**config.mk**
```make
export PLATFORM = sky130hd
export DESIGN_NAME = ldl_rr_arbiter
export DESIGN_NICKNAME = d
export VERILOG_FILES = /design/src/rtl/ldl_arb_pkg.sv /design/src/rtl/ldl_bin2hot.sv /design/src/rtl/ldl_rr_arbiter.sv
export SDC_FILE = /design/constraint.sdc
export NUM_CORES = 1
export LEC_CHECK = 0
export ABC_CLOCK_PERIOD_IN_PS = 2050
export CAP_MARGIN = 20
export CELL_PAD_IN_SITES_DETAIL_PLACEMENT = 0
export CELL_PAD_IN_SITES_GLOBAL_PLACEMENT = 1
export CORE_MARGIN = 2
export CORE_UTILIZATION = 37
export CTS_BUF_LIST = sky130_fd_sc_hd__clkbuf_8
export DETAILED_ROUTE_END_ITERATION = 8
export MAX_ROUTING_LAYER = met4
export PLACE_DENSITY = 0.85
export SLEW_MARGIN = 20
export SYNTH_ARGS = -nofsm -noshare
export SYNTH_HDL_FRONTEND = slang
export SYNTH_SLANG_ARGS = --single-unit
```
**constraint.sdc**
```tcl
create_clock -name clk -period 2.05 [get_ports clk]
set_input_delay 0.205 -clock clk [delete_from_list [all_inputs] [get_ports clk]]
set_output_delay 0.205 -clock clk [all_outputs]
set_load 0.05 [all_outputs]
```
**src/rtl/ldl_arb_pkg.sv**
```systemverilog
// Shared types and constants for the round-robin grant arbiter.
package ldl_arb_pkg;

  typedef enum logic {
    IDLE  = 1'b0,
    GRANT = 1'b1
  } arb_state_e;

  localparam int HOLD_W = 8;

endpackage

```
**src/rtl/ldl_bin2hot.sv**
```systemverilog
// Binary-to-one-hot decoder with enable; output is all zero when disabled.
module ldl_bin2hot #(
  parameter int WIDTH = 2
) (
  input  logic                    en,
  input  logic [WIDTH-1:0]        x,
  output logic [(1<<WIDTH)-1:0]   y
);

  always_comb begin
    y = '0;
    if (en) y[x] = 1'b1;
  end

endmodule

```
**src/rtl/ldl_rr_arbiter.sv**
```systemverilog
// Round-robin arbiter with a registered grant index, optional hold limit and expire pulse.
// dbg_state exposes the FSM state.
module ldl_rr_arbiter
  import ldl_arb_pkg::*;
#(
  parameter int WIDTH = 2,
  parameter int HOLD  = 8
) (
  input  logic                  clk,
  input  logic                  rst,
  input  logic [(1<<WIDTH)-1:0] req,
  input  logic                  done,
  output logic                  gnt_vld,
  output logic [WIDTH-1:0]      gnt_idx,
  output logic [(1<<WIDTH)-1:0] gnt,
  output logic                  expire,
  output arb_state_e            dbg_state
);

  localparam int N = 1 << WIDTH;
  localparam logic [HOLD_W-1:0] HOLD_LAST = HOLD_W'((HOLD == 0) ? 0 : HOLD - 1);

  arb_state_e        state_q, state_d;
  logic              gnt_vld_q, gnt_vld_d;
  logic [WIDTH-1:0]  gnt_idx_q, gnt_idx_d;
  logic [WIDTH-1:0]  ptr_q, ptr_d;
  logic [HOLD_W-1:0] hold_q, hold_d;
  logic              expire_q, expire_d;

  logic [WIDTH-1:0]  base;
  logic [WIDTH:0]    pick;
  logic              release_ev;
  logic              forced;

  // First set bit searching upward from base+1; base itself is checked last.
  function automatic logic [WIDTH:0] rr_pick(input logic [N-1:0] r, input logic [WIDTH-1:0] b);
    logic [WIDTH:0]   res;
    logic [WIDTH-1:0] cand;
    res = '0;
    for (int k = N; k >= 1; k--) begin
      cand = b + WIDTH'(k);
      if (r[cand]) res = {1'b1, cand};
    end
    return res;
  endfunction

  always_comb begin
    base       = (state_q == GRANT) ? gnt_idx_q : ptr_q;
    pick       = rr_pick(req, base);
    release_ev = 1'b0;
    forced     = 1'b0;
    state_d    = state_q;
    gnt_vld_d  = gnt_vld_q;
    gnt_idx_d  = gnt_idx_q;
    ptr_d      = ptr_q;
    hold_d     = hold_q;
    expire_d   = 1'b0;

    if (state_q == GRANT) begin
      forced     = !done && (HOLD != 0) && (hold_q == HOLD_LAST);
      release_ev = done || forced;
    end

    if (state_q == IDLE || release_ev) begin
      if (pick[WIDTH]) begin
        state_d   = GRANT;
        gnt_vld_d = 1'b1;
        gnt_idx_d = pick[WIDTH-1:0];
        ptr_d     = pick[WIDTH-1:0];
        hold_d    = '0;
      end else begin
        state_d   = IDLE;
        gnt_vld_d = 1'b0;
        hold_d    = '0;
      end
      expire_d = forced;
    end else begin
      hold_d = hold_q + 1'b1;
    end
  end

  always_ff @(posedge clk) begin
    if (rst) begin
      state_q   <= IDLE;
      gnt_vld_q <= 1'b0;
      gnt_idx_q <= '0;
      ptr_q     <= WIDTH'(N - 1);
      hold_q    <= '0;
      expire_q  <= 1'b0;
    end else begin
      state_q   <= state_d;
      gnt_vld_q <= gnt_vld_d;
      gnt_idx_q <= gnt_idx_d;
      ptr_q     <= ptr_d;
      hold_q    <= hold_d;
      expire_q  <= expire_d;
    end
  end

  assign gnt_vld   = gnt_vld_q;
  assign gnt_idx   = gnt_idx_q;
  assign expire    = expire_q;
  assign dbg_state = state_q;

  ldl_bin2hot #(.WIDTH(WIDTH)) u_bin2hot (
    .en (gnt_vld_q),
    .x  (gnt_idx_q),
    .y  (gnt)
  );

endmodule

```
==> results of run 1 <==
==> layout make-up <==
cell class              count  share of cell area
clock buffers               4              0.0580
inverters                   5              0.0198
multi-input cells          62               0.426
flip-flops and latches     14               0.295
repair buffers             17               0.169
well taps                  25              0.0329
==> kinds of logic (layout without fill, tap and decap cells) <==
| group | count (synthesis) | after routing | share of synthesized area |
|---|---|---|---|
| and+or+nand+nor | 38 | 38 | 0.286 |
| AOI/OAI and AO/OA | 16 | 16 | 0.169 |
| DFF | 14 | 14 | 0.391 |
| buffers and inverters | 8 | 26 | 0.0471 |
| xor gates and xnor gates | 6 | 6 | 0.0733 |
| adders and majority gates | 1 | 1 | 0.0174 |
| muxes | 1 | 1 | 0.0157 |
==> placed cells by master (no fill, tap or decap) <==
master	instances
mux2_2	1
or3_1	2
o31ai_2	1
ha_1	1
o211ai_1	1
a41oi_1	1
nor2_1	15
o32ai_1	1
o31a_1	1
clkdlybuf4s50_1	13
o311ai_1	1
dfxtp_1	14
nor2b_1	1
nand2_1	3
or3b_2	1
and3_1	3
inv_1	5
nand3b_1	1
and3b_1	1
nand3_1	4
xnor2_1	4
a211oi_1	1
a21oi_1	2
xor2_1	2
buf_4	4
o21ai_1	1
o21bai_1	1
o21ai_0	2
clkbuf_8	4
a32o_1	1
nor3b_1	2
and3b_2	1
a21boi_0	1
or4_4	1
a311oi_1	1
nand4_1	1
or4_1	1
nor4_1	1
==> report_power, final <==
part           total [W]  internal [W]  switching, W
logic           0.000139     0.0000573     0.0000814
clock network   0.000261      0.000170     0.0000914
registers       0.000297      0.000284     0.0000136
total           0.000697      0.000511      0.000186
==> worst max-delay path, stage by stage, from the launching register on <==
cell	delay, ns
dfxtp_1	0.35
inv_1	0.11
and3_1	0.16
clkdlybuf4s50_1	0.79
==> metrics by stage <==
| stage | instances | setup slack (ns) | total power, W | hold slack, ns |
|---|---|---|---|---|
| 5_1_grt | 127 | 0.124 | 0.000728 | 0.487 |
| 2_1_floorplan | 84 | 0.0474 | 0.000392 | 0.411 |
| 3_5_place_dp | 123 | 0.330 | 0.000442 | 0.452 |
| 3_3_place_gp | 123 | 0.356 | 0.000440 | 0.441 |
| 6_report | 127 | 0.186 | 0.000697 | 0.463 |
| 4_1_cts | 127 | 0.174 | 0.000705 | 0.465 |
==> worst paths after layout <==
| path | to | slack, ns | startpoint |
|---|---|---|---|
| max reg2reg | gnt_idx[1]$_SDFFE_PP0P_ | 0.31 | hold_q[3]$_SDFF_PP0_ |
| min | hold_q[0]$_SDFF_PP0_ | 0.46 | hold_q[0]$_SDFF_PP0_ |
| min reg2reg | hold_q[0]$_SDFF_PP0_ | 0.46 | hold_q[0]$_SDFF_PP0_ |
| max | gnt[0] | 0.19 | gnt_idx[1]$_SDFFE_PP0P_ |
==> state kept, by name, summed over array words and instances (netlist names) <==
register and cells:
gnt_vld 1, gnt_idx 2, ptr_q 2, hold_q 8
expire 1
==> routing by layer <==
layer  vias to the layer above  wire, um  GRT usage
met3                         2        47     0.0491
met4                         0        10     0.0973
met5                         -         0          -
li1                        338         -          -
met2                        12       722      0.232
met1                       302       724      0.189
==> results.md, run 1 <==
- The combined global-route utilization of all metal layers is 0.159.
- The synthesized netlist occupies a cell area of 717 um2.
- Clock latency on the worst-skew pair, taken at its later pin, is 0.24 ns.
- For this run, design rule violations remaining after detail routing come to 0.
- The static leakage power is 0.357 nW.
- The number of port buffers is 15.
- The dominant cell type by area after synthesis is dfxtp_1.
- Along the worst hold path, the cell count comes to 1.
- The I/O pin count is 16.
- The count of nets left with antenna violations once routing finished came out at 0.
- Measured on the finished design, the core utilization comes to 0.533.
- The Yosys step of the flow raised 0 warnings.
- After synthesis, the cell types taking the most area are dfxtp_1, nor2_1, xnor2_1.
- The post-detailed-placement cell area is between 800 and 900 um2.
- The multi-input gate area in the final layout is 404 um2.
- The sum of negative setup slack is 0 ns.
- Using the TritonRoute via totals, the vias-per-cell ratio works out to 5.15.
- After synthesis, the share of flip-flops with an asynchronous set or reset is 0.
- The number of maximum-capacitance constraint violations is 0.
- In this run the number of H-tree levels came out at 1.
- The net count reported at finish is between 100 and 150.
- The overflow left after global routing is 0.
- The horizontal die dimension is 48.0 um.
- For the worst setup path, the data required time is between 1.5 and 2 ns.
- At the pin with the least slew margin, the transition time is 0.498 ns.
- In this run, post-CTS repair resized a total of 0 instances.
- The wire-length estimate of the detail-placed layout is 1.16 mm.
- The area of all sequential standard cells is 280 um2.
- The worst supply voltage drop on vdd is 398 uV.
- In the finished design, the share of the clock period the worst path needs comes to 0.909.
- The most frequent cell after synthesis is nor2_1.
- The number of filler cells placed in the layout is 192.
- The number of flops mapped to enable cells by yosys is 0.
- Once the clock tree was built, the setup fixing pass inserted 0 buffers.
- The longest clock path from root to sink contains 2 buffers.
- The clock slew at the register clock pins of the worst setup and hold paths is 0.06 ns.
- The pre-antenna-repair detailed-routing pass consisted of 4 iterations.
- For this design the ratio of total power to cell area is 734 mW/mm2.
- At the end of routability-driven placement, the weighted congestion stood at 0.827.
- Across the routed clock network, the largest skew measured is around 0.003 ns.
- The number of hold violations in the final report is 0.
- Setup repair after global routing left no endpoint under its margin.
- The critical path in this run is classified as reg2out.
- The share of synthesized area in the top cell type comes to 0.391.
- The clock tree from TritonCTS is built.
- The first routing iteration left 5 violations.
- In the final layout, the share of cells above drive strength 1 is 0.127.
- The commonest cells after synthesis are nor2_1, dfxtp_1, inv_1.
- The height of the die is 48.0 um.
- The CTS sink count is 14.
- 0 antenna diodes ended up in the layout.
- STA classifies the critical path startpoint as a flip-flop.
- The flip-flop and latch count after synthesis is 14.
- The class of the tightest hold or removal check is reg2reg.
- The area of the die is between 0.002 and 0.0025 mm2.
- The number of slew-limit violations in the final report came to 0.
- The fmax is 537 MHz.
- The smallest clock period supported by the final layout is computed as 1.86 ns.
- Dividing the detail-routed wire length by the instance count gives 11.8 um.
- The via count of the first global-routing pass is 568.
- The flow ran to the end, and the final reports show no timing, DRC or antenna violations.
- The cell chosen for the clock root is clkbuf_8.
- The detailed router placed 654 vias in this run.
- The post-synthesis sequential area ratio is 0.391.
- Once layout is done, the placed cells without fillers occupy 950 um2.
- The wire length of the first global-routing pass is approximately 2.4 mm.
- The worst max-slew margin expressed relative to the limit is 0.667.
- Row generation in the floorplan step produced 15 rows.
- The mean post-synth cell area is 8.53 um2.
- For this configuration, the core starts out at a cell density of 0.402.
- The largest driver fanout on the critical path is 6.
- The total wirelength of the detailed-routed design is between 1.5 and 2 mm.
- Entering global routing, the biggest net connects 9 pins.
- The number of hold-repair buffers added at the cts stage is 0.
- Yosys mapped the design onto 37 distinct sky130hd cell types.
- The number of clock buffers inserted by TritonCTS is 3.
- The number of cells traversed by the worst register-to-register path is 4.
- The cell count after synthesis came out at 84.
- The setup-violating endpoint count in the final report is 0.
- From synthesis to final layout, the design area changed by 32.5%.
- The worst path arrival time is between 1.5 and 2 ns.
- The number of antenna violations at the first check in global routing is 0.
- The predominant post-synthesis flop cell is dfxtp_1.
- The core region is 0.00178 mm2.
- When the netlist entered floorplanning its net count stood at 92.
- The category of the worst setup path capture point is a primary output.
Note: power is estimated with default switching activity, not from simulation.
==> inputs of run 2 (changes only) <==
--- a/config.mk
+++ b/config.mk
@@ -9,9 +9,9 @@
 export CAP_MARGIN = 20
 export CELL_PAD_IN_SITES_DETAIL_PLACEMENT = 0
 export CELL_PAD_IN_SITES_GLOBAL_PLACEMENT = 1
-export CORE_MARGIN = 2
 export CORE_UTILIZATION = 37
 export CTS_BUF_LIST = sky130_fd_sc_hd__clkbuf_8
+export CTS_CLUSTER_SIZE = 10
 export DETAILED_ROUTE_END_ITERATION = 8
 export MAX_ROUTING_LAYER = met4
 export PLACE_DENSITY = 0.85
==> results.md, run 2 (synthesized netlist as in run 1, its figures left out) <==
- The largest driver fanout on the critical path is 6.
- The total overflow left after global routing is 0.
- The post-CTS setup-driven buffer insertion count is 0.
- At the pin with the least slew margin, the transition time is approximately 0.5 ns.
- The total wirelength of the detailed-routed design is roughly 1.5 mm.
- The highest cell delay on the worst timing path is a little under 0.8 ns.
- The worst hold slack after final layout is 0.458 ns.
- The detailed router placed 649 vias in this run.
- The cell chosen for the clock root is clkbuf_8.
- The library cell used most frequently in the layout, excluding fill and tap cells, is nor2_1.
- The first global-routing pass estimated 2.33 mm of wire.
- The worst hold path belongs to the class reg2reg.
- The number of maximum-capacitance constraint violations is 0.
- Overall power consumption after layout is estimated at 0.000655 W.
- The pre-antenna-repair detailed-routing pass consisted of 4 iterations.
- The number of cells upsized or downsized after cts is 0.
- The internal power is roughly 0.00047 W.
- The cell with the biggest individual delay on the critical path is clkdlybuf4s50_1.
- The worst max-slew margin expressed relative to the limit is 0.670.
- The portion of the clock cycle consumed by the worst path in the final layout is 0.910.
- The worst setup path is launched from a flip-flop.
- The net switching power figure is 0.000184 W.
- The flow ran to the end, and the final reports show no timing, DRC or antenna violations.
- The DRC violation total after the first TritonRoute iteration is 3.
- Of the cells placed in the final design, the portion with a size suffix greater than 1 is 0.119.
- Together, buffers and inverters on the worst path number 2.
- Of the total power, combinational logic draws 0.211.
- The net count reported at finish is 111.
- In this run the count of I/O pins placed on the die edge is 16.
- The fraction of power consumed by sequential logic is 0.454.
- The reg-to-reg critical path startpoint is hold_q[3]$_SDFF_PP0_.
- Walking the worst path, the cells encountered are inv_1 > and3_1 > clkdlybuf4s50_1.
- The number of hold violations in the final report is 0.
- The number of logic stages on the critical path including buffering is 3.
- Entering global routing, the biggest net connects 9 pins.
- In the layout the commonest cells are nor2_1, dfxtp_1, clkdlybuf4s50_1.
- The height of the die is 46.0 um.
- The fmax is about 540 MHz.
- After detailed routing, the average wire length per cell comes to approximately 12 um.
- The flip-flop count of the largest register, all copies and words added is 8.
- Clock-pin slew was measured on the worst setup and hold paths at 0.05 ns.
- The fraction of power spent switching nets is 0.281.
- Power spread over the standard cell area amounts to 699 mW/mm2.
- The number of hold-repair buffers added at the cts stage is 0.
- Across every metal layer, demand over resource in global routing totals 0.167.
- The die covers approximately 0.0021 mm2.
- The count of nets left with antenna violations once routing finished came out at 0.
- The number of port buffers is 15.
- Setup slack on the worst reg-to-reg path comes out at a little over 0.3 ns.
- The wire-length estimate of the detail-placed layout is ~1.1 mm.
- The top register by number of flip-flops is hold_q.
- The filler cells instantiated in the layout total approximately 190.
- In this run the critical register-to-register path is captured at gnt_idx[1]$_SDFFE_PP0P_.
- Data on the critical path arrives at its endpoint at 1.66 ns.
- The horizontal die dimension is roughly 46 um.
- The sum of negative setup slack is 0 ns.
- The layout overhead on the synthesized area is 30.5%.
- The via count of the first global-routing pass is 545.
- The worst setup path is of the reg2out kind.
- The critical path launch point is gnt_idx[1]$_SDFFE_PP0P_.
- The capturing instance or port of the critical path is gnt[0].
- The number of slew-limit violations in the final report is 0.
- The static leakage power is 0.350 nW.
- The worst register-to-register path has a depth of 4.
- The detail-routed via count per cell is ~5.
- For the worst setup path, the data required time is about 1.9 ns.
- Setup violations remaining at the end of the flow were counted as 0.
- Setup repair after global routing left no endpoint under its margin.
- The smallest clock period supported by the final layout is computed as 1.87 ns.
- The number of clock buffers added by TritonCTS is 3.
- The core outline area is 0.00176 mm2.
- The share of total power dissipated in the clock network is 0.335.
- The clock net in this run drives a total of 14 sinks.
- The weighted congestion at the end of routability-driven global placement is between 0.8 and 0.9.
- Grouping stages by cell kind, the critical path spends the most delay in buffers and inverters.
- The clock tree from TritonCTS is built.
- The initial utilization of the core area, before any placement, comes to 0.406.
- The number of remaining DRC errors is 0.
- The number of antenna repair diodes is 0.
- The category of the worst setup path capture point is a primary output.
- The number of placement rows is 15.
- The number of antenna violations at the first check in global routing was 0.
- CTS built an H-tree with a depth of 1.
- The number of buffers between clock root and the deepest sink is 2.
- The clock latency on the worst-skew pair is 0.24 ns.
- The setup skew after layout is 0.00376 ns.
- The worst supply voltage drop on vdd is around 470 uV.
-- run 2: cell count changes in the layout (fill, tap and decap cells not counted), sizes merged --
cell | before | now
clkbuf | 4 | 3
-- run 2: per-stage QoR --
step                setup slack [ns]  instance area (um2)   util  instances
floorplan                     0.0474                  718      -         84
global placement               0.355                  895  0.507        123
detailed placement             0.328                  895  0.507        123
CTS                            0.181                  936  0.530        126
global route                   0.132                  936  0.530        126
finish                         0.184                  936  0.530        126
-- run 2: worst reg2reg max path, stage by stage (launching register included) --
cell	delay, ns
dfxtp_1	0.35
or4_4	0.55
o31a_1	0.29
or3_1	0.36
o32ai_1	0.11
-- run 2: how the worst min path moves through the flow --
stage | startpoint | to | slack [ns] | cells past startpoint
floorplan | req[2] | gnt_vld$_SDFFE_PP0P_ | 0.41 | 2
global placement | hold_q[0]$_SDFF_PP0_ | hold_q[0]$_SDFF_PP0_ | 0.44 | 1
detailed placement | hold_q[0]$_SDFF_PP0_ | hold_q[0]$_SDFF_PP0_ | 0.46 | 1
CTS | hold_q[0]$_SDFF_PP0_ | hold_q[0]$_SDFF_PP0_ | 0.47 | 1
global route | hold_q[0]$_SDFF_PP0_ | hold_q[0]$_SDFF_PP0_ | 0.48 | 1
finish | hold_q[0]$_SDFF_PP0_ | hold_q[0]$_SDFF_PP0_ | 0.46 | 1
-- run 2: final cells by class --
| cell class | count | area [um2] | area share |
|---|---|---|---|
| clock buffers | 3 | 41.3 | 0.0441 |
| inverters | 5 | 18.8 | 0.0201 |
| multi-input cells | 62 | 404 | 0.432 |
| flip-flops and latches | 14 | 280 | 0.299 |
| well taps | 25 | 31.3 | 0.0334 |
| repair buffers | 17 | 160 | 0.171 |
-- run 2: routing by layer --
metal	vias to the layer above	wire length [um]	global-route usage
met2	13	689	0.237
li1	339	-	-
met3	5	70	0.0357
met1	292	692	0.204
met5	-	0	-
met4	0	46	0.124
-- run 2: power by group through the flow --
stage,logic [W],clock network (W),registers [W]
final,0.000138,0.000220,0.000297
after global routing,0.000148,0.000236,0.000299
after CTS,0.000139,0.000230,0.000297
after detailed placement,0.000138,0,0.000303
after global placement,0.000137,0,0.000303
after floorplan,0.0000748,0,0.000318
